==> src/rtl/alu_arbiter_pkg.sv <==
// Shared types for the ALU arbiter: the one-hot ALU opcode set, the issue
// request record and the requester count.
package alu_arbiter_pkg;

  localparam int ALU_ARB_NUM_REQ = 2;

  typedef enum logic [7:0] {
    ALU_NOP   = 8'h00,
    ALU_ADD   = 8'h01,
    ALU_SUB   = 8'h02,
    ALU_AND   = 8'h04,
    ALU_OR    = 8'h08,
    ALU_XOR   = 8'h10,
    ALU_SLT   = 8'h20,
    ALU_SLTU  = 8'h40,
    ALU_SLT_B = 8'h80
  } InstructionSetALU;

  typedef struct packed {
    InstructionSetALU op;
    logic [31:0]      in1;
    logic [31:0]      in2;
  } alu_req_t;

  localparam alu_req_t ALU_REQ_IDLE = '{op: ALU_NOP, in1: 32'h0000_0000, in2: 32'h0000_0000};

  // Index of the single set bit of a two-requester one-hot grant.
  function automatic logic grant_id(input logic [ALU_ARB_NUM_REQ-1:0] g);
    return g[1] & ~g[0];
  endfunction

endpackage

==> src/rtl/alu_arbiter_grant.sv <==
// Grant selection for the two ALU requesters. Policy is fixed priority to
// requester 0 unless ALU_ARBITER_ROUND_ROBIN_EN is defined (round robin).
module alu_arbiter_grant
  import alu_arbiter_pkg::*;
(
  input  logic [ALU_ARB_NUM_REQ-1:0] req_valid,
  input  logic                       can_accept,
`ifdef ALU_ARBITER_ROUND_ROBIN_EN
  input  logic                       last_grant,
`endif
  output logic [ALU_ARB_NUM_REQ-1:0] grant
);

  logic [ALU_ARB_NUM_REQ-1:0] win_s;

  // Pick the winner among the requesters currently presenting a request
  always_comb begin
    win_s = 2'b00;
    case (req_valid)
      2'b01:   win_s = 2'b01;
      2'b10:   win_s = 2'b10;
`ifdef ALU_ARBITER_ROUND_ROBIN_EN
      2'b11:   win_s = last_grant ? 2'b01 : 2'b10;
`else
      2'b11:   win_s = 2'b01;
`endif
      default: win_s = 2'b00;
    endcase
  end

  assign grant = win_s & {ALU_ARB_NUM_REQ{can_accept}};

endmodule

==> src/rtl/alu_arbiter.sv <==
// Two-requester front end for a shared ALU: issue register S1 drives the ALU,
// result register S2 returns the answer. ALU_ARBITER_ROUND_ROBIN_EN selects
// round-robin arbitration (default: fixed priority to requester 0).
module alu_arbiter
  import alu_arbiter_pkg::*;
#(
  parameter int NUM_REQ = ALU_ARB_NUM_REQ
) (
  input  logic               clk,
  input  logic               reset,
  input  logic [NUM_REQ-1:0] req_valid,
  output logic [NUM_REQ-1:0] req_ready,
  input  InstructionSetALU   req_op  [NUM_REQ],
  input  logic [31:0]        req_in1 [NUM_REQ],
  input  logic [31:0]        req_in2 [NUM_REQ],
  output logic [NUM_REQ-1:0] rsp_valid,
  input  logic [NUM_REQ-1:0] rsp_ready,
  output logic [31:0]        rsp_data,
  output logic               rsp_flag,
  output InstructionSetALU   alu_op,
  output logic [31:0]        alu_in1,
  output logic [31:0]        alu_in2,
  output logic [31:0]        alu_in1_b,
  output logic [31:0]        alu_in2_b,
  input  logic [31:0]        alu_out,
  input  logic               alu_out_b
);

  logic         s1_valid_r;
  logic         s1_id_r;
  alu_req_t     s1_req_r;
  logic         s2_valid_r;
  logic         s2_id_r;
  logic [31:0]  s2_data_r;
  logic         s2_flag_r;

  logic               s2_free_s;
  logic               s1_adv_s;
  logic               can_accept_s;
  logic               accept_s;
  logic               accept_id_s;
  logic [NUM_REQ-1:0] grant_s;

`ifdef ALU_ARBITER_ROUND_ROBIN_EN
  logic last_grant_r;
`endif

  assign s2_free_s    = !s2_valid_r || rsp_ready[s2_id_r];
  assign s1_adv_s     = s1_valid_r && s2_free_s;
  assign can_accept_s = !s1_valid_r || s1_adv_s;

  alu_arbiter_grant u_grant (
    .req_valid  (req_valid),
    .can_accept (can_accept_s),
`ifdef ALU_ARBITER_ROUND_ROBIN_EN
    .last_grant (last_grant_r),
`endif
    .grant      (grant_s)
  );

  // Nothing is offered while reset is held, even if stale state would allow it
  assign req_ready   = reset ? {NUM_REQ{1'b0}} : (grant_s & {NUM_REQ{can_accept_s}});
  assign accept_s    = |(req_ready & req_valid);
  assign accept_id_s = grant_id(req_ready);

  // Issue stage: load on accept, empty (and idle the ALU) when it drains
  always_ff @(posedge clk) begin
    if (reset) begin
      s1_valid_r <= 1'b0;
      s1_id_r    <= 1'b0;
      s1_req_r   <= ALU_REQ_IDLE;
    end else if (accept_s) begin
      s1_valid_r <= 1'b1;
      s1_id_r    <= accept_id_s;
      s1_req_r   <= '{op: req_op[accept_id_s], in1: req_in1[accept_id_s], in2: req_in2[accept_id_s]};
    end else if (s1_adv_s) begin
      s1_valid_r <= 1'b0;
      s1_id_r    <= 1'b0;
      s1_req_r   <= ALU_REQ_IDLE;
    end
  end

  // Result stage: capture ALU output on advance, clear once consumed
  always_ff @(posedge clk) begin
    if (reset) begin
      s2_valid_r <= 1'b0;
      s2_id_r    <= 1'b0;
      s2_data_r  <= 32'h0000_0000;
      s2_flag_r  <= 1'b0;
    end else if (s1_adv_s) begin
      s2_valid_r <= 1'b1;
      s2_id_r    <= s1_id_r;
      s2_data_r  <= alu_out;
      s2_flag_r  <= alu_out_b;
    end else if (s2_valid_r && rsp_ready[s2_id_r]) begin
      s2_valid_r <= 1'b0;
      s2_id_r    <= 1'b0;
      s2_data_r  <= 32'h0000_0000;
      s2_flag_r  <= 1'b0;
    end
  end

`ifdef ALU_ARBITER_ROUND_ROBIN_EN
  // Remember who was served last so the other requester wins the next tie
  always_ff @(posedge clk) begin
    if (reset) begin
      last_grant_r <= 1'b1;
    end else if (accept_s) begin
      last_grant_r <= accept_id_s;
    end
  end
`endif

  // Steer the shared result bus qualifier to the owning requester
  always_comb begin
    rsp_valid = {NUM_REQ{1'b0}};
    for (int i = 0; i < NUM_REQ; i++) begin
      rsp_valid[i] = s2_valid_r && (s2_id_r == 1'(i));
    end
  end

  assign rsp_data  = s2_data_r;
  assign rsp_flag  = s2_flag_r;
  assign alu_op    = s1_req_r.op;
  assign alu_in1   = s1_req_r.in1;
  assign alu_in2   = s1_req_r.in2;
  assign alu_in1_b = s1_req_r.in1;
  assign alu_in2_b = s1_req_r.in2;

endmodule

==> config.mk <==
export PLATFORM = sky130hd
export DESIGN_NAME = alu_arbiter
export DESIGN_NICKNAME = d
export VERILOG_FILES = /design/src/rtl/alu_arbiter_pkg.sv /design/src/rtl/alu_arbiter_grant.sv /design/src/rtl/alu_arbiter.sv
export SDC_FILE = /design/constraint.sdc
export NUM_CORES = 1
export LEC_CHECK = 0
export BUFFER_PORTS_ARGS = -buffer_cell sky130_fd_sc_hd__clkbuf_2
export CORE_AREA = 2 2 136 138
export DETAILED_ROUTE_END_ITERATION = 12
export DIE_AREA = 0 0 138 140
export PLACE_DENSITY = 0.68
export SETUP_SLACK_MARGIN = 0.4
export SYNTH_ARGS = -nofsm -noshare
export SYNTH_HDL_FRONTEND = slang
export SYNTH_HIERARCHICAL = 1
export SYNTH_SLANG_ARGS = --single-unit
==> constraint.sdc <==
create_clock -name clk -period 3.2 [get_ports clk]
set_input_delay 0.48 -clock clk [delete_from_list [all_inputs] [get_ports clk]]
set_output_delay 0.48 -clock clk [all_outputs]
set_load 0.01 [all_outputs]
=== After elaboration in Yosys (flattened, before gate mapping) ===
Cells that the tools add are included.

* Register bits: 109
* Logic and storage cells: 57
* Input bits: 183

* Bitwise gates (word level): 7
* Equality and inequality tests: 3
* Magnitude comparators: 2
* Mux-type cells: 24
* Reduce and logical (&&, ||, !) cells: 12

{| class="wikitable"
|+ Operators by type and width
! kind !! count
|-
| 32-bit 2-to-1 mux || 8
|-
| 72-bit 2-to-1 mux || 2
|-
| 8-bit 2-to-1 mux || 3
|-
| 1-bit 2-to-1 mux || 9
|-
| 2-bit AND || 3
|-
| 2-bit equality test (second input constant) || 2
|-
| 1-bit logical AND || 4
|-
| 2-bit one-hot mux with 2 select lines || 1
|-
| 2-bit nonzero test || 2
|-
| 2-bit OR reduction || 2
|-
| 2-bit by 1-bit equality test with 1-bit output (second input constant) || 1
|-
| 2-bit >= comparator (second input constant) || 1
|-
| 1-bit logical NOT || 2
|-
| 1-bit logical OR || 2
|-
| 1-bit by 2-bit < comparator with 1-bit output (second input constant) || 1
|-
| 2-bit 2-to-1 mux || 1
|-
| 1-bit NOT || 2
|-
| 1-bit NOT with 2-bit output || 1
|-
| 1-bit AND || 1
|}

=== Logic depth before layout (Yosys ltp) ===
* Depth after elaboration: 15
* Gate-level depth with buffers: 10

=== Cells and area by module ===
Netlist, hierarchy kept.

{| class="wikitable"
|+ Modules (own cells, without submodules)
! module !! instances !! area each (µm²) !! sequential area each (µm²) !! cells an instance
|-
| alu_arbiter || 1 || 4773.3 || 2182.1 || 440
|-
| alu_arbiter_grant || 1 || 16.3 || 0.0 || 2
|}

=== Worst setup path after synthesis ===
No wires, ideal clock.

* Path kind: input -> register
* From: in rsp_ready[1]
* To: reg s1_req_r (netlist bit alu_in1[10])
* Library setup time: 0.117 ns
* Data required time: 3.083 ns
* Data arrival time: 2.345 ns
* Stages on the path: 10
* Slack: 0.738 ns
* Path through: mux2i_1 and3_4 inv_2 and2_2 or3b_1 a31o_2 buf_4 buf_2 mux2i_1 o2bb2ai_1

* Longest elaborated chain between the ends: 15
* Elaborated cells between the ends (all ways): 18
* Those cells by class: mux (7); bitwise (6); reduce/logical (5)

{| class="wikitable"
|+ RTL lines
! what !! RTL line !! RTL
|-
| from (decl) || alu_arbiter.sv:17 || <nowiki>input logic [NUM_REQ-1:0] rsp_ready,</nowiki>
|-
| 1-bit 2-to-1 mux (implied by the code) * (2 in series) || alu_arbiter.sv:48 || <nowiki>assign s2_free_s = !s2_valid_r || rsp_ready[s2_id_r];</nowiki>
|-
| 1-bit logical OR * || alu_arbiter.sv:48 ||
|-
| 1-bit logical AND * || alu_arbiter.sv:49 || <nowiki>assign s1_adv_s = s1_valid_r && s2_free_s;</nowiki>
|-
| 1-bit logical OR * || alu_arbiter.sv:50 || <nowiki>assign can_accept_s = !s1_valid_r || s1_adv_s;</nowiki>
|-
| net can_accept_s || alu_arbiter.sv:39 || <nowiki>logic can_accept_s;</nowiki>
|-
| 2-bit AND * || alu_arbiter_grant.sv:31 || <nowiki>assign grant = win_s & {ALU_ARB_NUM_REQ{can_accept}};</nowiki>
|-
| net grant_s[0] || alu_arbiter.sv:42 || <nowiki>logic [NUM_REQ-1:0] grant_s;</nowiki>
|-
| 2-bit AND * || alu_arbiter.sv:62 || <nowiki>assign req_ready = reset ? {NUM_REQ{1'b0}} : (grant_s & {NUM_REQ{can_accept_s}});</nowiki>
|-
| 2-bit 2-to-1 mux * || alu_arbiter.sv:62 ||
|-
| 1-bit NOT || alu_arbiter_pkg.sv:29 || <nowiki>return g[1] & ~g[0];</nowiki>
|-
| 1-bit AND || alu_arbiter_pkg.sv:29 ||
|-
| 1-bit NOT with 2-bit output (implied by the code) || alu_arbiter.sv:75 || <nowiki>s1_req_r <= '{op: req_op[accept_id_s], in1: req_in1[accept_id_s], in2: req_in2[accept_id_s]};</nowiki>
|-
| 32-bit 2-to-1 mux (implied by the code) (3 in series) || alu_arbiter.sv:75 ||
|-
| 72-bit 2-to-1 mux || alu_arbiter.sv:72 || <nowiki>end else if (accept_s) begin</nowiki>
|-
| to (signal assigned) || alu_arbiter.sv:75 ||
|-
| to (decl) || alu_arbiter.sv:31 || <nowiki>alu_req_t s1_req_r;</nowiki>
|}

Mark *: on every way through the listed nets, which the timed path passes. The rest lies on a longest branch. The select of a mux whose other input is x is not followed.
A chain may end at the register's enable or synchronous reset.

=== Final worst setup path ===
* From: reg s2_id_r
* To: reg s1_req_r (netlist bit alu_op[3])

* Longest elaborated chain between the ends: 15
* Elaborated cells between the ends (all ways): 18
* Those cells by class: mux (7); bitwise (6); reduce/logical (5)

{| class="wikitable"
|+ RTL lines
! what !! RTL line !! RTL
|-
| from (decl) || alu_arbiter.sv:33 || <nowiki>logic s2_id_r;</nowiki>
|-
| from (signal assigned) || alu_arbiter.sv:92 || <nowiki>s2_id_r <= s1_id_r;</nowiki>
|-
| 1-bit 2-to-1 mux (implied by the code) * (2 in series) || alu_arbiter.sv:48 ||
|-
| 1-bit logical OR * || alu_arbiter.sv:48 ||
|-
| 1-bit logical AND * || alu_arbiter.sv:49 ||
|-
| 1-bit logical OR * || alu_arbiter.sv:50 ||
|-
| net can_accept_s || alu_arbiter.sv:39 ||
|-
| 2-bit AND * || alu_arbiter_grant.sv:31 ||
|-
| net grant_s[0] || alu_arbiter.sv:42 ||
|-
| 2-bit AND * || alu_arbiter.sv:62 ||
|-
| 2-bit 2-to-1 mux * || alu_arbiter.sv:62 ||
|-
| 1-bit NOT || alu_arbiter_pkg.sv:29 ||
|-
| 1-bit AND || alu_arbiter_pkg.sv:29 ||
|-
| 1-bit NOT with 2-bit output (implied by the code) || alu_arbiter.sv:75 ||
|-
| 8-bit 2-to-1 mux (implied by the code) (3 in series) || alu_arbiter.sv:75 ||
|-
| 72-bit 2-to-1 mux || alu_arbiter.sv:72 ||
|}

Marks and branches as above.

==> results.json <==
{
  "outcome": "finished clean",
  "initial_utilization_pct": 26.9,
  "slew_headroom_pct": 61.4,
  "ff2ff_setup_slack_ps": 650,
  "drtPass1Iterations": 6,
  "cts_tree": "done",
  "rsz0062_at_grt": "no",
  "multi_input_area_um2": 1910,
  "placed_cell_area_um2": 6260,
  "ys_ff_latch": 109,
  "synthXorXnorAreaFrac_pct": 0,
  "fin_util_pct": 36.9,
  "die_w_um": 138,
  "fillCellCount": 1809,
  "layout_common_cells": "clkbuf_2, dfxtp_1, mux2i_1, o2bb2ai_1, nor2_1",
  "dieHeight_um": 140,
  "h-tree-depth": 3,
  "grt_usage_pct": 14.8,
  "drv_cap": 0,
  "grt_pass1_vias": 4214,
  "port_buffers": 355,
  "p_total_uw": 3160,
  "clock_latency_ps": 350,
  "die_area_um2": 19300,
  "fp.coreArea_um2": 17800,
  "muxShareOfSynthArea_pct": 15.3,
  "diodes": 0,
  "start_kind": "register",
  "synth_compound_area_share_pct": 19.9,
  "hold_buffers": 0,
  "synth_area_um2": 4790,
  "ff_latch_area_um2": 2180,
  "ir_drop_uv": 322,
  "post_cts_buffers": 0,
  "cts_buffer_depth": 2,
  "clkTransAtPathRegs_ps": 70,
  "skew_ps": 5.89,
  "detail-route-antenna-nets": 0,
  "layout_commonest_cell": "clkbuf_2",
  "vias_per_cell": 4.53,
  "cts_root_buf": "clkbuf_16",
  "period_needed_ps": 2550,
  "globalRouteOverflowTotal": 0,
  "cellPowerDensity_nw_per_um2": 481,
  "setup_ws_ps": 647,
  "tightest_slew_ps": 579,
  "final_hold_viol_count": 0,
  "crit_arrival_ps": 2780,
  "gp_congestion": 0.779,
  "rows": 49,
  "synth_top_family_by_area": "compound AO/OA/AOI/OAI gates",
  "path_class": "register to register",
  "seq_area_frac_synth_pct": 45.6,
  "power.leakage_uw": 0.00361,
  "drt-initial-drc-count": 151,
  "synth_fa_ha_area_share_pct": 0,
  "tns_ps": 0,
  "synth-simple-area-share_pct": 4.44,
  "crit_path_end_kind": "register",
  "cp.required_ps": 3430,
  "hold_path_class": "input port to register",
  "post_cts_resized": 0,
  "vias": 4311,
  "fmax_mhz": 392,
  "postSynthCellCount": 442,
  "grt_pass1_wl_um": 22700,
  "setup_viol_count_final": 0,
  "hpwlAfterDp_um": 11100,
  "fin_area_um2": 6560,
  "dpl_worst_slack_ps": 484,
  "cts_sinks": 109,
  "drc": 0,
  "synth_fp_nets": 625,
  "antenna_found_initial": 0,
  "yosysUniqueCellTypes": 24,
  "wl_per_cell_um": 15.3,
  "finalMaxSlewViolations": 0,
  "nNetsFinal": 901,
  "io_pins": 356,
  "path_max_fanout": 24,
  "grt_start_max_net_pins": 73,
  "avgSynthCellArea_um2": 10.8,
  "synth.yosys.warnings": 6,
  "syn2layout_area_growth_pct": 37.0,
  "routed_wirelength_um": 14600,
  "drive_gt1_share_pct": 53.3,
  "min_period_over_period_pct": 79.8,
  "numCtsBuffers": 9
}
area by class of cell:
class,count,share of cell area [%]
inverter,1,0.0572
clock buffer,11,3.55
timing repair buffer,364,28.7
sequential,109,33.3
clock inverter,5,0.992
tap,229,4.37
multi-input combinational,233,29.1
layer usage:
layer | GRT usage, % | part of all wire, % | up-vias
li1 | - | - | 2104
met3 | 4.21 | 7.5 | 12
met2 | 25.6 | 49 | 195
met4 | 5.64 | 1.8 | 0
met1 | 17.4 | 42 | 2000
met5 | 0 | 0 | -
final timing paths:
| kind | startpoint | to | depth (start not counted) |
|---|---|---|---|
| min | alu_out[27] | rsp_data[27] | 3 |
| max | s2_id_r | alu_op[3] | 9 |
| min reg2reg | alu_op[7] | alu_op[7] | 1 |
| max reg2reg | s2_id_r | alu_op[3] | 9 |
metrics by stage:
stage	instances	hold WS (ps)
floorplan	442	433
global placement	936	447
detailed placement	936	453
CTS	952	359
global route	952	374
finish	952	377
state kept, by name, summed over array words and instances (netlist names):
register / count
rsp_flag: 1
alu_in1: 32
s2_valid_r: 1
s2_id_r: 1
alu_in2: 32
alu_op: 8
s1_valid_r: 1
s1_id_r: 1
rsp_data: 32
power breakdown:
group / leakage [uW] / switching (uW) / total, uW / internal (uW)
logic: 0.00257 / 271 / 523 / 252
registers: 0.000892 / 62.1 / 1500 / 1430
clock network: 0.000145 / 522 / 1140 / 619
worst max-delay path: stages (launching register included):
cell	delay, ps
dfxtp_1	380
mux2i_1	260
and3_4	240
inv_2	60
and2_2	200
or3b_1	360
a31o_4	370
buf_12	250
mux2i_1	220
o2bb2ai_1	80
cell usage after synthesis (all sizes together):
cell	count	share of area, %
and3b	1	0.18
clkbuf	12	0.94
buf	87	14
o2bb2ai	73	13
a22oi	35	5.5
nor2	36	2.8
dfxtp	109	46
a31o	1	0.18
a21o	1	0.16
nand2b	1	0.13
mux2i	73	15
inv	1	0.078
or3b	1	0.18
a21boi	1	0.16
or3	1	0.13
and2	2	0.29
and2b	1	0.16
and3	1	0.24
nor3b	2	0.31
a21oi	3	0.55
cells by family after synthesis:
group | after synthesis
AO/OA/AOI/OAI | 114
buffers and inverters | 100
flip-flops | 109
multiplexers | 73
AND/OR/NAND/NOR | 46
No activity file was read; power rests on OpenSTA's default activity.
